===== src/rtl/instr_sequencer_if.sv =====
// Instruction handshake bundle between the issuing upstream and instr_sequencer.
// A word transfers on a rising edge where instr_valid && instr_ready; the upstream holds instr stable until then.
interface instr_sequencer_if #(
   parameter int INSTR_W = 10
) ();
   logic               instr_valid;
   logic               instr_ready;
   logic [INSTR_W-1:0] instr;

   modport master (output instr_valid, output instr, input instr_ready);
   modport slave  (input instr_valid, input instr, output instr_ready);
endinterface


===== src/rtl/instr_sequencer.sv =====
// Instruction sequencer: feeds {func, rx, ry} and the registered state to the control FSM, flags retire (done) or failure (err).
// Build option SEQ_PREFETCH_EN adds a one-entry prefetch buffer so back-to-back instructions issue without a bubble.
module instr_sequencer #(
   parameter int MAX_STEPS = 7,
   parameter int INSTR_W   = 10
) (
   input  logic             clk,
   input  logic             resetn,
   instr_sequencer_if.slave bus,
   output logic [3:0]       func,
   output logic [2:0]       input1,
   output logic [2:0]       input2,
   output logic [4:0]       current_state,
   input  logic [4:0]       next_state,
   output logic             busy,
   output logic             done,
   output logic             err,
   output logic             seq_state
);
   localparam logic [0:0] S_IDLE   = 1'b0;
   localparam logic [0:0] S_RUN    = 1'b1;
   localparam logic [2:0] STEP_MAX = 3'(MAX_STEPS);

   logic [0:0]         state;
   logic [2:0]         step;
   logic [4:0]         term;
   logic               finish;
   logic               fail;
   logic               exit_run;
   logic               accept;
   logic               load_en;
   logic [INSTR_W-1:0] load_word;

   assign seq_state = state[0];

   // Terminal FSM state per opcode; 0 marks an opcode with no legal sequence.
   always_comb begin
      term = 5'b00000;
      case (func)
         4'b0001: term = 5'b00001;
         4'b0010: term = 5'b00010;
         4'b0011: term = 5'b00101;
         4'b0100: term = 5'b01001;
         4'b0101: term = 5'b01100;
         4'b0110: term = 5'b01111;
         4'b0111: term = 5'b10010;
         4'b1000: term = 5'b10101;
         4'b1001: term = 5'b11000;
         default: term = 5'b00000;
      endcase
   end

   // Completion wins over the watchdog when both land on the same step.
   assign finish   = (state == S_RUN) && (term != 5'd0) && (next_state == term);
   assign fail     = (state == S_RUN) && !finish && ((next_state == 5'd0) || (step == STEP_MAX));
   assign exit_run = finish || fail;
   assign accept   = bus.instr_valid && bus.instr_ready;

`ifdef SEQ_PREFETCH_EN
   logic               buf_valid;
   logic [INSTR_W-1:0] buf_word;

   assign bus.instr_ready = !buf_valid;
   // A buffered word starts as soon as the sequencer is free: from IDLE or on the retiring edge.
   assign load_en   = (accept && (state == S_IDLE)) || (buf_valid && ((state == S_IDLE) || exit_run));
   assign load_word = buf_valid ? buf_word : bus.instr;

   always_ff @(posedge clk or negedge resetn) begin
      if (!resetn) begin
         buf_valid <= 1'b0;
         buf_word  <= '0;
      end else if (accept && (state == S_RUN)) begin
         buf_valid <= 1'b1;
         buf_word  <= bus.instr;
      end else if (buf_valid && ((state == S_IDLE) || exit_run)) begin
         buf_valid <= 1'b0;
      end
   end
`else
   // The done/err cycle is left idle so a new word never overlaps the retire pulse.
   assign bus.instr_ready = (state == S_IDLE) && !done && !err;
   assign load_en         = accept;
   assign load_word       = bus.instr;
`endif

   always_ff @(posedge clk or negedge resetn) begin
      if (!resetn) begin
         state         <= S_IDLE;
         func          <= 4'd0;
         input1        <= 3'd0;
         input2        <= 3'd0;
         current_state <= 5'd0;
         step          <= 3'd0;
         busy          <= 1'b0;
         done          <= 1'b0;
         err           <= 1'b0;
      end else begin
         done <= finish;
         err  <= fail;
         if (load_en) begin
            state         <= S_RUN;
            func          <= load_word[INSTR_W-1 -: 4];
            input1        <= load_word[5:3];
            input2        <= load_word[2:0];
            current_state <= 5'd0;
            step          <= 3'd0;
            busy          <= 1'b1;
         end else if (exit_run) begin
            // The terminal state is never presented to the FSM.
            state         <= S_IDLE;
            func          <= 4'd0;
            current_state <= 5'd0;
            step          <= 3'd0;
            busy          <= 1'b0;
         end else if (state == S_RUN) begin
            current_state <= next_state;
            if (step != STEP_MAX) step <= step + 3'd1;
         end
      end
   end
endmodule


===== src/flat_wrapper.sv =====
// flat-port wrapper written by rule: the top's interface ports become plain ports
module instr_sequencer_flat 
#(
   parameter int MAX_STEPS = 7,
   parameter int INSTR_W   = 10
)
  (clk, resetn, func, input1, input2, current_state, next_state, busy, done, err, seq_state, bus_instr_valid, bus_instr, bus_instr_ready);
  instr_sequencer_if #(.INSTR_W(INSTR_W)) bus_i ();
  input  logic clk;
  input  logic resetn;
  output logic [3:0] func;
  output logic [2:0] input1;
  output logic [2:0] input2;
  output logic [4:0] current_state;
  input  logic [4:0] next_state;
  output logic busy;
  output logic done;
  output logic err;
  output logic seq_state;
  input wire logic [$bits(bus_i.instr_valid)-1:0] bus_instr_valid;
  input wire logic [$bits(bus_i.instr)-1:0] bus_instr;
  output wire logic [$bits(bus_i.instr_ready)-1:0] bus_instr_ready;
  assign bus_i.instr_valid = bus_instr_valid;
  assign bus_i.instr = bus_instr;
  assign bus_instr_ready = bus_i.instr_ready;
  instr_sequencer #(.MAX_STEPS(MAX_STEPS), .INSTR_W(INSTR_W)) u_core (.clk(clk), .resetn(resetn), .bus(bus_i), .func(func), .input1(input1), .input2(input2), .current_state(current_state), .next_state(next_state), .busy(busy), .done(done), .err(err), .seq_state(seq_state));
endmodule

===== config.mk =====
export PLATFORM = sky130hd
export DESIGN_NAME = instr_sequencer_flat
export DESIGN_NICKNAME = d
export VERILOG_FILES = /design/src/rtl/instr_sequencer_if.sv /design/src/rtl/instr_sequencer.sv /design/src/flat_wrapper.sv
export SDC_FILE = /design/constraint.sdc
export NUM_CORES = 1
export LEC_CHECK = 0
export ABC_AREA = 1
export CELL_PAD_IN_SITES_DETAIL_PLACEMENT = 1
export CELL_PAD_IN_SITES_GLOBAL_PLACEMENT = 1
export CORE_ASPECT_RATIO = 0.6
export CORE_MARGIN = 2
export CORE_UTILIZATION = 35
export DETAILED_ROUTE_END_ITERATION = 8
export GPL_ROUTABILITY_DRIVEN = 1
export GPL_TIMING_DRIVEN = 0
export PLACE_DENSITY_LB_ADDON = 0.1
export SYNTH_ARGS = -nofsm -noshare
export SYNTH_HDL_FRONTEND = slang
export SYNTH_SLANG_ARGS = --single-unit

===== constraint.sdc =====
create_clock -name clk -period 3.7 [get_ports clk]
set_input_delay 0.74 -clock clk [delete_from_list [all_inputs] [get_ports clk]]
set_output_delay 0.74 -clock clk [all_outputs]
set_load 0.01 [all_outputs]

==> metrics.cfg <==
[clock_tree]
clockBufferDepth = 2
clk_pin_slew_ps = 70
ctsResizeCount = 0
postCtsSetupRepairBufs = 0
cts-root-buf = clkbuf_8
cts_max_level = 1
holdBufCountCts = 0
clk_latency_ps = 260
cts_sinks = 21
cts_buffers = 3
tritoncts = yes

[die]
ios = 38
core_sq_mm = 0.00332
die_area_sq_mm = 0.00407
num_rows = 16
start_util_pct = 37.5
die_x_um = 81.0
die_height_um = 50.2

[timing]
finalSetupTns_ps = 0
slew_headroom_pct = 35.1
slew_viol_final = 0
grt_setup_unrepaired = no
timing.fmax_mhz = 428
setup_viol = 0
tightest_slew_ps = 970
finalClockSkew_ps = 4.57
min_period_over_period_pct = 63.2
setup_slack_ps = 1360
hold_viol = 0
period_needed_ps = 2340

[yosys]
synth_compound_area_share_pct = 2.11
ys_ff_latch = 21
syn_area_per_cell_sq_um = 7.78
seq_area_frac_synth_pct = 42.2
synth-simple-area-share_pct = 38.5
synth_top_area_share_pct = 42.2
ys_types = 20
synth_top_area_cell = dfrtp_1
synth.area.mux_share_pct = 0
synthAdderAreaFrac_pct = 7.04
netlist_instances = 160
async_flop_share_pct = 100
synth_top_family_by_area = simple AND/OR/NAND/NOR gates
synth.most_common_cell = nand2_1
synth-xor-area-share_pct = 0
synthTopCellsByArea = dfrtp_1 (42%), nand2_1 (21%), ha_1 (7.0%)
yosys_warnings = 0
synth_edf_count = 0
synth_area_sq_mm = 0.00124
syn_nets = 185
synthFlopType = dfrtp_1
ys_top_cells_by_count = nand2_1 (68), dfrtp_1 (21), inv_1 (15)

[placed_design]
dpl.hpwl_um = 2720
place.gp.congestion = 0.902
post_dp_cell_area_sq_mm = 0.00167
placedCellCount = 242
port_buffers = 37
pre_cts_ws_ps = 1380

[setup_path]
cp.required_ps = 2960
critPathArrivalTime_ps = 1600
path_class = reg -> out
path_max_fanout = 9
worst_setup_path_end_kind = output pin
worstSetupStartpointType = flop

[grt]
grt_use_total_pct = 18.6
grt_pass1_vias = 1197
grt_pass1_wl_um = 5710
antenna_found_initial = 0
grt_max_degree = 22
overflow = 0

[route]
route.detailed.drc = 0
first_pass_iters = 4
wl_um = 3490
route.vias.total = 1194
wl_per_cell_um = 14.2
viasPerCell = 4.85
drt_iter0_markers = 43
final_antenna_net_count = 0

[hold_path]
min_path_type = reg -> reg

[final_layout]
final_area_sq_mm = 0.00172
layout-drive-gt1-share_pct = 11.9
seqCellArea_sq_um = 526
fin_cells = 246
multi_input_area_sq_um = 593
area_delta_synth_final_pct = 37.9
fillCellCount = 424
final_nets = 227
n_antenna_cell = 0

[pwr]
powerDensity_mw_per_mm2 = 798
p_leak_nw = 0.886
vdd_drop_max_mv = 0.354

[run_status]
outcome = finished, final reports clean

[flow_run]
maxCapViolCount = 0

==> flip-flops by register name, summed over array words and instances, names as in the netlist <==
register              count
u_core.current_state      5
u_core.func               4
u_core.input1             3
u_core.input2             3
u_core.step               3
u_core.busy               1
u_core.done               1
u_core.err                1
==> power breakdown <==
part / leakage, nW / switching, mW / internal, mW
registers: 0.266 / 0.0828 / 0.327
logic: 0.598 / 0.441 / 0.367
clock network: 0.0228 / 0.0758 / 0.0768
==> cells by family after synthesis <==
group,Yosys count
AOI/OAI and AO/OA,4
buffers and inverters,24
DFF,21
and+or+nand+nor,104
adders and majority gates,7
==> cells in the final DEF, fill, tap and decap left out, drive strengths merged <==
cell type / n
buf: 6
a21oi: 3
clkdlybuf4s50: 37
nor3: 2
ha: 7
a21boi: 1
nand2: 70
dfrtp: 21
clkbuf: 4
nor2: 5
nand3: 19
inv: 18
nand4: 8
==> metrics by stage <==
step	total power [mW]	util (%)	hold WS (ps)
floorplan	0.876	-	444
global placement	1.19	50.3	463
detailed placement	1.23	50.3	476
CTS	1.39	51.7	494
global route	1.50	51.7	516
finish	1.37	51.7	487
==> worst max-delay path: stages, from the launching register on <==
cell and delay [ps]:
dfrtp_1 400, buf_4 180, nor3_2 190, clkdlybuf4s50_1 560
==> area by class of cell <==
type,count,area share [%]
Multi-Input combinational cell,115,34.5
Sequential cell,21,30.6
Timing Repair Buffer,37,21.6
Inverter,18,4.23
Tap cell,45,3.28
Buffer,6,3.13
Clock buffer,4,2.62
==> per-layer routing <==
layer	up-vias	GRT usage [%]	share of wire (%)
li1	587	-	-
met1	565	26.2	46
met2	38	28.4	44
met3	4	5.22	8.5
met4	0	4.80	0.83
met5	-	0	0
==> worst paths after layout <==
| check | start | endpoint | slack (ps) | depth (start not counted) |
|---|---|---|---|---|
| min reg2reg | u_core.input1[1] | u_core.input1[1] | 490 | 2 |
| max | u_core.busy | bus_instr_ready | 1360 | 3 |
| min in group asynchronous | resetn | u_core.current_state[0] | 1010 | 1 |
| max in group asynchronous | resetn | u_core.func[1] | 2100 | 1 |
| min | u_core.input1[1] | u_core.input1[1] | 490 | 2 |
| max reg2reg | u_core.func[1] | u_core.step[0] | 1610 | 13 |
Note: power is estimated with default switching activity, not from simulation.
==> RTL edit: new RTL, config.mk and constraints unchanged <==
Build with the macro `SEQ_PREFETCH_EN` defined.
--- a/src/rtl/instr_sequencer.sv
+++ b/src/rtl/instr_sequencer.sv
@@ -1,4 +1,6 @@
 // Instruction sequencer: feeds {func, rx, ry} and the registered state to the control FSM, flags retire (done) or failure (err).
 // Build option SEQ_PREFETCH_EN adds a one-entry prefetch buffer so back-to-back instructions issue without a bubble.
+`define SEQ_PREFETCH_EN
+
 module instr_sequencer #(
    parameter int MAX_STEPS = 7,
Formal check against the unedited RTL: not equivalent (a bounded check fails within 4 cycles, from zero or initial values and one cycle with resetn low).
==> RTL edit against the original RTL <==
- sequential share of layout area rose by 4.5 points
- core utilization is 2.9 points lower
- setup slack got worse by 42 ps
- power grew 35%
- sequential cell count grew 11
- cell area grew 33%
- area after synthesis is 40% higher
- routed wire length grew 33%
- non-clock buffer count up 6
- critical endpoint is now u_core.func[2]$_DFFE_PN0P_
- largest power group unchanged
==> RTL edit: results (changes against the original RTL) <==
[metrics] number of filler cells placed in the layout: 559 (+32%)
[metrics] Worst Setup SP: next_state[3]
[metrics] capture endpoint of the worst hold path: u_core.input2[0]$_DFFE_PN0N_
[metrics] global routing usage on met2: 24.6% (-3.7 points)
[metrics] Total Routed Length: 4.64 mm (+33%)
[metrics] met3 track demand over resource in global routing: 4.87% (-0.35 points)
[metrics] clk_lat worst skew: 290 ps (+30 ps)
[metrics] R2R Path End: u_core.input2[0]$_DFFE_PN0N_
[metrics] first-pass GRT wire length: 8.05 mm (+41%)
[metrics] Pint: 1.07 mW (+38%)
[metrics] layout cell share with drive strength beyond 1: 6.99% (-5.0 points)
[metrics] capturing instance or port of the critical path: u_core.func[2]$_DFFE_PN0P_
[metrics] routed wl met3: 182 µm (-39%)
[metrics] r2r setup slk: 1560 ps (-50 ps)
[metrics] worst hold path startpoint: u_core.input2[0]$_DFFE_PN0N_
[metrics] Avg Cell Area, Syn: 7.69 µm² (-1.1%)
[metrics] Non-clock buffers: 49 (+14%)
[metrics] multi-input logic portion of the cell area: 33.5% (-1.0 points)
[metrics] met2 wirelength from detailed routing: 1.79 mm (+16%)
[metrics] Routed met1 length: 2.61 mm (+61%)
[metrics] status: complete, no violations
[metrics] final hold slack: 474 ps (-13.5 ps)
[metrics] vias in the first global route: 1622 (+36%)
[metrics] Max VDD drop: 309 µV (-13%)
[metrics] number of cells in the design after placement: 327 (+35%)
[metrics] met1 Resource Use GR: 30.1% (+4.0 points)
[metrics] via/cell ratio: 4.89 (+0.80%)
[metrics] largest net degree at the start of global routing: 33 (+50%)
[metrics] largest cells by area after synthesis: sky130_fd_sc_hd__dfrtp_1, sky130_fd_sc_hd__nand2_1, sky130_fd_sc_hd__o21ai_0
[metrics] Non-clock buffering overhead: 19.0% (-5.7 points)
[metrics] average detailed-routed wire length per instance: 13.8 µm (-2.4%)
[metrics] clock tree cell share of total cell area: 4.05% (+1.4 points)
[metrics] iteration-0 DRC count of the detailed router: 63 (+47%)
[metrics] top cell types by occurrence after synthesis: sky130_fd_sc_hd__nand2_1, sky130_fd_sc_hd__dfrtp_1, sky130_fd_sc_hd__inv_1, sky130_fd_sc_hd__o21ai_0, sky130_fd_sc_hd__nand3_1
[metrics] maximum fanout encountered on the critical timing path: 10 (+1)
[metrics] Multi-input comb cells: 153 (+33%)
[metrics] Tightest Pin Transition: 722 ps (-249 ps)
[metrics] clock buffers: 6 (+2)
[metrics] number of different library cells in the post-synthesis netlist: 21 (+5.0%)
[metrics] Worst Reg2Reg Path Length in Cells: 14 (+1)
[metrics] final weighted congestion in routability-driven placement: 0.801 (-11%)
[metrics] share of cell area taken by flip-flops and latches: 35.1% (+4.5 points)
[metrics] portion of the post-synthesis area used by sequential elements: 45.8% (+3.6 points)
[metrics] combined global-route utilization of all metal layers: 19.1% (+0.47 points)
-- RTL edit: cell types whose count changed in the layout (fill, tap and decap cells not counted), sizes merged, moves of 2 or more --
cell     unedited run  this run
clkbuf              4        12
o2111ai             0         4
dfrtp              21        32
inv                18        30
nand3              19        26
nand4               8         6
nand2              70        68
a21oi               3         5
o21ai               0        28
clkinv              0         2
-- RTL edit: cell families after synthesis --
logic type | after synthesis | synth area share [%]
xor+xnor | 1 | 0.502
compound gates | 38 | 11.9
simple gates | 107 | 26.4
buf+inv | 42 | 10.3
flops | 32 | 45.8
fa+ha+maj | 7 | 5.01
-- RTL edit: power by group through the flow --
stage	clock network (mW)	registers (mW)	logic, mW
3_5_place_dp	0	0.614	0.973
6_report	0.280	0.607	0.968
3_3_place_gp	0	0.609	0.955
2_1_floorplan	0	0.631	0.564
5_1_grt	0.314	0.629	1.12
4_1_cts	0.290	0.609	0.978
-- RTL edit: per-stage QoR --
stage                     worst slack [ps]  utilization (%)  instance area, µm²  power, mW
final                                 1320             48.8                2280       1.86
after global routing                  1180             48.8                2280       2.06
after detailed placement              1040             46.8                2190       1.59
after global placement                1060             46.9                2200       1.56
after floorplan                       1890                -                1750       1.20
after CTS                             1320             48.8                2280       1.88
-- RTL edit: critical path, cell delays in order --
cell	delay (ps)
sky130_fd_sc_hd__clkdlybuf4s50_1	540
sky130_fd_sc_hd__inv_1	80
sky130_fd_sc_hd__nand3_1	80
sky130_fd_sc_hd__nor3_1	40
sky130_fd_sc_hd__o21ai_0	370
sky130_fd_sc_hd__clkbuf_1	450
sky130_fd_sc_hd__o2111ai_1	200
sky130_fd_sc_hd__nand2_1	100
